--- src/rtl/robo_ctrl_if.sv ---
// Sensor/command bundle between the navigation controller (master) and the
// maze map/robot memory block (slave).
interface robo_ctrl_if #(
    parameter int COUNT_W = 16
);
    logic               enable;
    logic               head_in;
    logic               left_in;
    logic               under_in;
    logic               barrier_in;
    logic               avancar;
    logic               girar;
    logic               remover;
    logic               done;
    logic               stuck;
    logic [COUNT_W-1:0] move_count;

    modport master (
        input  enable, head_in, left_in, under_in, barrier_in,
        output avancar, girar, remover, done, stuck, move_count
    );

    modport slave (
        output enable, head_in, left_in, under_in, barrier_in,
        input  avancar, girar, remover, done, stuck, move_count
    );
endinterface

--- src/rtl/robo_ctrl.sv ---
// Left-hand wall-follower navigation controller for the maze robot.
// Optional step-limit watchdog enabled by defining STEP_LIMIT_EN.
module robo_ctrl #(
    parameter int                 COUNT_W   = 16,
    parameter logic [COUNT_W-1:0] MAX_STEPS = 16'd1000
) (
    input  logic        clock,
    input  logic        reset,
    robo_ctrl_if.master bus
);

    typedef enum logic [2:0] {
        ST_IDLE      = 3'd0,
        ST_DECIDE    = 3'd1,
        ST_ROT_LEFT  = 3'd2,
        ST_ADVANCE   = 3'd3,
        ST_REMOVE    = 3'd4,
        ST_ROT_RIGHT = 3'd5,
        ST_DONE      = 3'd6
`ifdef STEP_LIMIT_EN
        , ST_FAIL    = 3'd7
`endif
    } state_t;

    localparam logic [COUNT_W-1:0] CNT_ONE = {{(COUNT_W-1){1'b0}}, 1'b1};
    localparam logic [COUNT_W-1:0] CNT_MAX = {COUNT_W{1'b1}};

    state_t             state_r;
    state_t             state_nxt_s;
    logic               turned_left_r;
    logic [1:0]         rr_cnt_r;
    logic [COUNT_W-1:0] move_count_r;
    logic               step_limit_s;
    logic               avancar_nxt_s;
    logic               girar_nxt_s;
    logic               done_nxt_s;
    logic               stuck_nxt_s;
    logic               avancar_r;
    logic               girar_r;
    logic               done_r;
    logic               stuck_r;

`ifdef STEP_LIMIT_EN
    assign step_limit_s = (move_count_r >= MAX_STEPS);
`else
    assign step_limit_s = 1'b0;
`endif

    // State register
    always_ff @(posedge clock or negedge reset) begin
        if (!reset) begin
            state_r <= ST_IDLE;
        end else begin
            state_r <= state_nxt_s;
        end
    end

    // Next-state decode; DECIDE rows are tested in priority order
    always_comb begin
        state_nxt_s = state_r;
        case (state_r)
            ST_IDLE: begin
                if (bus.enable) state_nxt_s = ST_DECIDE;
                else            state_nxt_s = ST_IDLE;
            end
            ST_DECIDE: begin
                if (!bus.enable)                          state_nxt_s = ST_IDLE;
                else if (step_limit_s) begin
`ifdef STEP_LIMIT_EN
                    state_nxt_s = ST_FAIL;
`else
                    state_nxt_s = ST_IDLE;
`endif
                end
                else if (bus.under_in)                    state_nxt_s = ST_DONE;
                else if (!bus.left_in && !turned_left_r)  state_nxt_s = ST_ROT_LEFT;
                else if (bus.barrier_in)                  state_nxt_s = ST_REMOVE;
                else if (!bus.head_in)                    state_nxt_s = ST_ADVANCE;
                else                                      state_nxt_s = ST_ROT_RIGHT;
            end
            ST_ROT_LEFT:  state_nxt_s = ST_DECIDE;
            ST_ADVANCE:   state_nxt_s = ST_DECIDE;
            ST_REMOVE: begin
                if (bus.barrier_in) state_nxt_s = ST_REMOVE;
                else                state_nxt_s = ST_DECIDE;
            end
            ST_ROT_RIGHT: begin
                if (rr_cnt_r == 2'd2) state_nxt_s = ST_DECIDE;
                else                  state_nxt_s = ST_ROT_RIGHT;
            end
            ST_DONE:      state_nxt_s = ST_DONE;
`ifdef STEP_LIMIT_EN
            ST_FAIL:      state_nxt_s = ST_FAIL;
`endif
            default:      state_nxt_s = ST_IDLE;
        endcase
    end

    // Output decode from the upcoming state so the command flops line up with it
    always_comb begin
        avancar_nxt_s = 1'b0;
        girar_nxt_s   = 1'b0;
        done_nxt_s    = 1'b0;
        stuck_nxt_s   = 1'b0;
        case (state_nxt_s)
            ST_ADVANCE:   avancar_nxt_s = 1'b1;
            ST_ROT_LEFT:  girar_nxt_s   = 1'b1;
            ST_ROT_RIGHT: girar_nxt_s   = 1'b1;
            ST_DONE:      done_nxt_s    = 1'b1;
`ifdef STEP_LIMIT_EN
            ST_FAIL:      stuck_nxt_s   = 1'b1;
`endif
            default: begin
                avancar_nxt_s = 1'b0;
                girar_nxt_s   = 1'b0;
            end
        endcase
    end

    // Registered command and status outputs
    always_ff @(posedge clock or negedge reset) begin
        if (!reset) begin
            avancar_r <= 1'b0;
            girar_r   <= 1'b0;
            done_r    <= 1'b0;
            stuck_r   <= 1'b0;
        end else begin
            avancar_r <= avancar_nxt_s;
            girar_r   <= girar_nxt_s;
            done_r    <= done_nxt_s;
            stuck_r   <= stuck_nxt_s;
        end
    end

    // Left-turn memory, right-turn cycle counter and saturating move counter
    always_ff @(posedge clock or negedge reset) begin
        if (!reset) begin
            turned_left_r <= 1'b0;
            rr_cnt_r      <= 2'd0;
            move_count_r  <= {COUNT_W{1'b0}};
        end else begin
            if (state_r == ST_ROT_LEFT)     turned_left_r <= 1'b1;
            else if (state_r == ST_ADVANCE) turned_left_r <= 1'b0;
            else                            turned_left_r <= turned_left_r;

            if ((state_r == ST_ROT_RIGHT) && (rr_cnt_r != 2'd2)) rr_cnt_r <= rr_cnt_r + 2'd1;
            else                                                 rr_cnt_r <= 2'd0;

            if ((state_r == ST_ADVANCE) && (move_count_r != CNT_MAX))
                move_count_r <= move_count_r + CNT_ONE;
            else
                move_count_r <= move_count_r;
        end
    end

    // remover tracks barrier_in directly so it drops the cycle the barrier clears
    assign bus.remover    = (state_r == ST_REMOVE) & bus.barrier_in;
    assign bus.avancar    = avancar_r;
    assign bus.girar      = girar_r;
    assign bus.done       = done_r;
    assign bus.stuck      = stuck_r;
    assign bus.move_count = move_count_r;

endmodule

--- src/flat_wrapper.sv ---
// flat-port wrapper written by rule: the top's interface ports become plain ports
module robo_ctrl_flat 
#(
    parameter int                 COUNT_W   = 16,
    parameter logic [COUNT_W-1:0] MAX_STEPS = 16'd1000
)
  (clock, reset, bus_enable, bus_head_in, bus_left_in, bus_under_in, bus_barrier_in, bus_avancar, bus_girar, bus_remover, bus_done, bus_stuck, bus_move_count);
  robo_ctrl_if #(.COUNT_W(COUNT_W)) bus_i ();
  input  logic clock;
  input  logic reset;
  input wire logic [$bits(bus_i.enable)-1:0] bus_enable;
  input wire logic [$bits(bus_i.head_in)-1:0] bus_head_in;
  input wire logic [$bits(bus_i.left_in)-1:0] bus_left_in;
  input wire logic [$bits(bus_i.under_in)-1:0] bus_under_in;
  input wire logic [$bits(bus_i.barrier_in)-1:0] bus_barrier_in;
  output wire logic [$bits(bus_i.avancar)-1:0] bus_avancar;
  output wire logic [$bits(bus_i.girar)-1:0] bus_girar;
  output wire logic [$bits(bus_i.remover)-1:0] bus_remover;
  output wire logic [$bits(bus_i.done)-1:0] bus_done;
  output wire logic [$bits(bus_i.stuck)-1:0] bus_stuck;
  output wire logic [$bits(bus_i.move_count)-1:0] bus_move_count;
  assign bus_i.enable = bus_enable;
  assign bus_i.head_in = bus_head_in;
  assign bus_i.left_in = bus_left_in;
  assign bus_i.under_in = bus_under_in;
  assign bus_i.barrier_in = bus_barrier_in;
  assign bus_avancar = bus_i.avancar;
  assign bus_girar = bus_i.girar;
  assign bus_remover = bus_i.remover;
  assign bus_done = bus_i.done;
  assign bus_stuck = bus_i.stuck;
  assign bus_move_count = bus_i.move_count;
  robo_ctrl #(.COUNT_W(COUNT_W), .MAX_STEPS(MAX_STEPS)) u_core (.clock(clock), .reset(reset), .bus(bus_i));
endmodule
--- config.mk ---
export PLATFORM = sky130hd
export DESIGN_NAME = robo_ctrl_flat
export DESIGN_NICKNAME = d
export VERILOG_FILES = /design/src/rtl/robo_ctrl_if.sv /design/src/rtl/robo_ctrl.sv /design/src/flat_wrapper.sv
export SDC_FILE = /design/constraint.sdc
export NUM_CORES = 1
export LEC_CHECK = 0
export CAP_MARGIN = 20
export CORE_ASPECT_RATIO = 0.5
export CORE_UTILIZATION = 29
export DETAILED_ROUTE_END_ITERATION = 6
export SLEW_MARGIN = 20
export SYNTH_ARGS = -nofsm -noshare
export SYNTH_HDL_FRONTEND = slang
export SYNTH_SLANG_ARGS = --single-unit
--- constraint.sdc ---
create_clock -name clock -period 1.7 [get_ports clock]
set_input_delay 0.34 -clock clock [delete_from_list [all_inputs] [get_ports clock]]
set_output_delay 0.34 -clock clock [all_outputs]
set_load 0.05 [all_outputs]
# == After elaboration in Yosys (flattened, before gate mapping) ==
# Index checks and enable logic that the tools add are counted.
# W data, S select, Z words.
# op_classes
add_sub_neg,2
eq_ne,13
muxes,15
n_bitwise,1
n_reduce_logical,9
# ops
cell,n
$mux W3,7
$pmux W3 S6,1
$add A16 B1 Y16 const B,1
$ne A16 B16 Y1 const B,1
$eq A3 B3 Y1 const B,5
$eq A3 B2 Y1 const B,4
$mux W1,6
$reduce_or A2 Y1,2
$eq A3 B1 Y1 const B,1
$logic_and A1 B1 Y1,3
$logic_not A3 Y1,1
$add A2 B1 Y2 const B,1
$eq A2 B2 Y1 const B,1
$logic_not A1 Y1,2
$mux W2,1
$ne A2 B2 Y1 const B,1
$reduce_bool A2 Y1,1
$and A1 B1 Y1,1
# word_totals
ff_bits,25
elab_cells,47

# == Depth between registers and ports, before layout ==
# logic_depth
word_depth,9
ltp_mapped,6
ltp_nobuf,6

# == Least setup slack after synthesis ==
# No wires, ideal clock.
# synth_path
path_type,flip-flop to output port
from,register u_core.state_r[1]
to,output bus_remover
t_arrival_ns,1.751
required_time_ns,1.360
setup_slack_ns,-0.391
path_stages_with_launch,3
n_path_buf,0
cell_sequence,dfrtp_1 -> nand2b_1 -> nor3b_1
# synth_between
elab_chain_len,2
# synth_rtl
item,line,rtl
from (decl),robo_ctrl.sv:28,state_t state_r;
from (signal assigned),robo_ctrl.sv:54,state_r <= state_nxt_s;
$eq A3 B3 Y1,robo_ctrl.sv:157,assign bus.remover = (state_r == ST_REMOVE) & bus.barrier_in;
$and A1 B1 Y1,robo_ctrl.sv:157,
to (decl),flat_wrapper.sv:18,output wire logic [$bits(bus_i.remover)-1:0] bus_remover;
# No other way between the ends.

# == Worst setup path after layout ==
# layout_path
from,input bus_barrier_in
to,output bus_remover
# layout_between
elab_chain_len,1
# layout_rtl
item,line,rtl
from (decl),flat_wrapper.sv:15,input wire logic [$bits(bus_i.barrier_in)-1:0] bus_barrier_in;
$and A1 B1 Y1,robo_ctrl.sv:157,
# No other way between the ends.

==> run summary <==
Switching Fraction = 0.393
Grt ovf = 0
Crit. End Element = output pin
Die H = 49.7 µm
Post-Syn Instances = 120
PnR Total Power = 2020 µW
Post-DP HPWL = 1920 µm
Reg2reg path depth = 5
Total CTS buffers = 3
FMAX = 599 MHz
Sequential area share after synthesis = 0.474
Sequential share of power = 0.413
Final min period = 1.67 ns
Worst Hold Class = reg -> reg
Slowest cell delay on critical path = 0.54 ns
Cell Chain, Critical Path = clkdlybuf4s50_1, nor3b_2, clkbuf_16
Row count = 16
Critical Path Slowest Stage Cell = clkdlybuf4s50_1
DR DRC count = 0
Clock skew = 0.00495 ns
Vias per cell = 4.80
Synth Register Bits = 25
Multi-input gate area = 671 µm²
RSZ-0062 raised after global routing = no
Combinational share of power = 0.414
Synth warn = 0
Endpoints failing setup = 0
Die area = 4840 µm²
Die extent in x = 97.4 µm
CTS root buf = clkbuf_8
Top delay family on crit path = buffers and inverters
Final design utilization = 0.430
Core area = 4120 µm²
Post-Syn Nets = 129
Fraction of layout cells with a size suffix above 1 = 0.378
H-tree levels = 1
Largest net degree at the start of global routing = 26
First drt pass iteration count = 4
Hold Violations, Final = 0
Slew Limit Fails = 0
Post-detailed-routing wire length = 2580 µm
Power per Cell Area = 1140 nW/µm²
N_diodes = 0
Worst EP arrival = 1.33 ns
WP data required = 1.36 ns
Main synth FF type = dfrtp_1
Initial antenna violation count = 0
Synth top area share = 0.474
Starting Density = 0.320
Routed vias = 1008
Status = finished, final reports clean
Vias in the first global route = 931
Hold Buf Count CTS = 0
Leakage = 0.000771 µW
Post-route ant nets = 0
Avg Cell Area, Syn = 11.0 µm²
Longest Clk Path Bufs = 2
Unique masters post-synth = 44
First-pass GRT wire length = 4430 µm
Int Pwr = 1230 µW
EDFF count, synth = 0
Input/output buffers = 26
Synth top area cells = dfrtp_1, xnor2_1, mux2_4
Yosys top cell by area = dfrtp_1
TritonCTS Sinks = 25
Reg area = 644 µm²
Async SR Flop Fraction = 1.00
Hold Slack = 0.424 ns
FILL cells = 390
WP depth = 3
Buf+Inv Stages, Crit Path = 2
DRT iter0 DRCs = 20
Total Routing Usage GR = 0.115
P&R area growth vs syn = 34.3%
WL per Instance = 12.3 µm
Synth top cells by count = dfrtp_1, xnor2_1, nand2_1
CP Max Fanout = 5
CP Class = in -> out
Syn Std Cell Area = 1320 µm²
Switching power = 795 µW
Setup TNS = 0 ns
Worst-skew pair later-pin latency = 0.27 ns
Reg clk slew, reported paths = 0.09 ns
Peak supply drop = 0.381 mV
Worst hold stages = 1
Clock group share of total power = 0.173
Count leader, synth = dfrtp_1
GPL Wtd Cong = 0.884
Max-cap violations = 0
Crit share post-route = 0.982
CTS tree = built
Worst Setup Start Kind = input pin
Final nets = 166
I/O pin count = 28
[flip-flops by register name, indices dropped and copies added, names as in the netlist]
register and flops:
u_core.bus.move_count 16, u_core.state_r 3, u_core.rr_cnt_r 2, u_core.bus.avancar 1, u_core.bus.done 1, u_core.bus.girar 1
u_core.turned_left_r 1
[path summary, 6_finish.rpt]
check	slack, ns	endpoint	startpoint
worst max-delay path	0.03	bus_remover	bus_barrier_in
worst min-delay path	0.42	u_core.rr_cnt_r[0]	u_core.rr_cnt_r[0]
worst max register to register	0.19	u_core.bus.move_count[12]	u_core.state_r[1]
worst min register to register	0.42	u_core.rr_cnt_r[0]	u_core.rr_cnt_r[0]
max in group asynchronous	0.99	u_core.bus.move_count[11]	reset
min in group asynchronous	0.43	u_core.rr_cnt_r[0]	reset
[stage by stage]
stage / setup slack [ns] / std cells / instance area [µm²]
4_1_cts: 0.00784 / 208 / 1750
2_1_floorplan: 0.0388 / 120 / 1340
6_report: 0.0305 / 210 / 1770
3_5_place_dp: -0.00721 / 203 / 1690
3_3_place_gp: 0.00241 / 203 / 1690
5_1_grt: 0.00281 / 210 / 1770
[final cells by class]
class                   instances  area share
clock buffers                   4      0.0254
multi-input cells              89       0.379
inverters                       4     0.00847
repair buffers                 34       0.186
flip-flops and latches         25       0.364
well taps                      54      0.0381
[per-layer routing]
layer,share of wire,GRT usage
met1,0.49,0.154
met2,0.45,0.177
met3,0.053,0.0397
met4,0.0074,0.0294
met5,0,0
[power groups by stage]
stage	Clock, µW	Sequential, µW	Combinational [µW]
6_report	350	835	837
3_5_place_dp	0	855	777
2_1_floorplan	0	1030	345
3_3_place_gp	0	853	773
4_1_cts	370	831	805
5_1_grt	391	851	905
[cell families (layout without fill, tap and decap cells)]
logic type | count (synthesis) | count (layout) | share of synthesized area
XOR/XNOR | 12 | 12 | 0.0797
AND/OR/NAND/NOR | 51 | 51 | 0.263
flip-flops | 25 | 25 | 0.474
other | 1 | 1 | 0.00284
adder cells (fa/ha/maj) | 2 | 2 | 0.0190
multiplexers | 5 | 5 | 0.0503
AO/OA/AOI/OAI | 18 | 18 | 0.0901
buffers and inverters | 6 | 42 | 0.0209
[cell usage in the layout, fill, tap and decap left out, types with 2 or more instances in the layout]
cell | netlist | final
and2_1 | 3 | 3
and3_1 | 3 | 3
buf_12 | 0 | 3
buf_4 | 1 | 23
clkbuf_8 | 0 | 3
clkdlybuf4s50_1 | 0 | 6
dfrtp_1 | 25 | 10
dfrtp_2 | 0 | 15
ha_1 | 2 | 2
inv_1 | 4 | 4
mux2_4 | 3 | 3
nand2_1 | 9 | 9
nand2b_1 | 3 | 3
nand3_1 | 6 | 6
nand4_1 | 3 | 3
nor2_1 | 5 | 5
nor4_1 | 3 | 3
o211ai_1 | 2 | 2
o21ai_0 | 4 | 4
o21ai_1 | 5 | 5
xnor2_1 | 12 | 12
[timing repair]
item | 4_1_cts | 5_1_grt
setup endpoints to repair | 1 | 1
setup buffers | 1 | 2
resized for setup | 1 | 3
pin swaps | 1 | 1
gates cloned | 0 | 0
(Power assumes the default switching activity.)
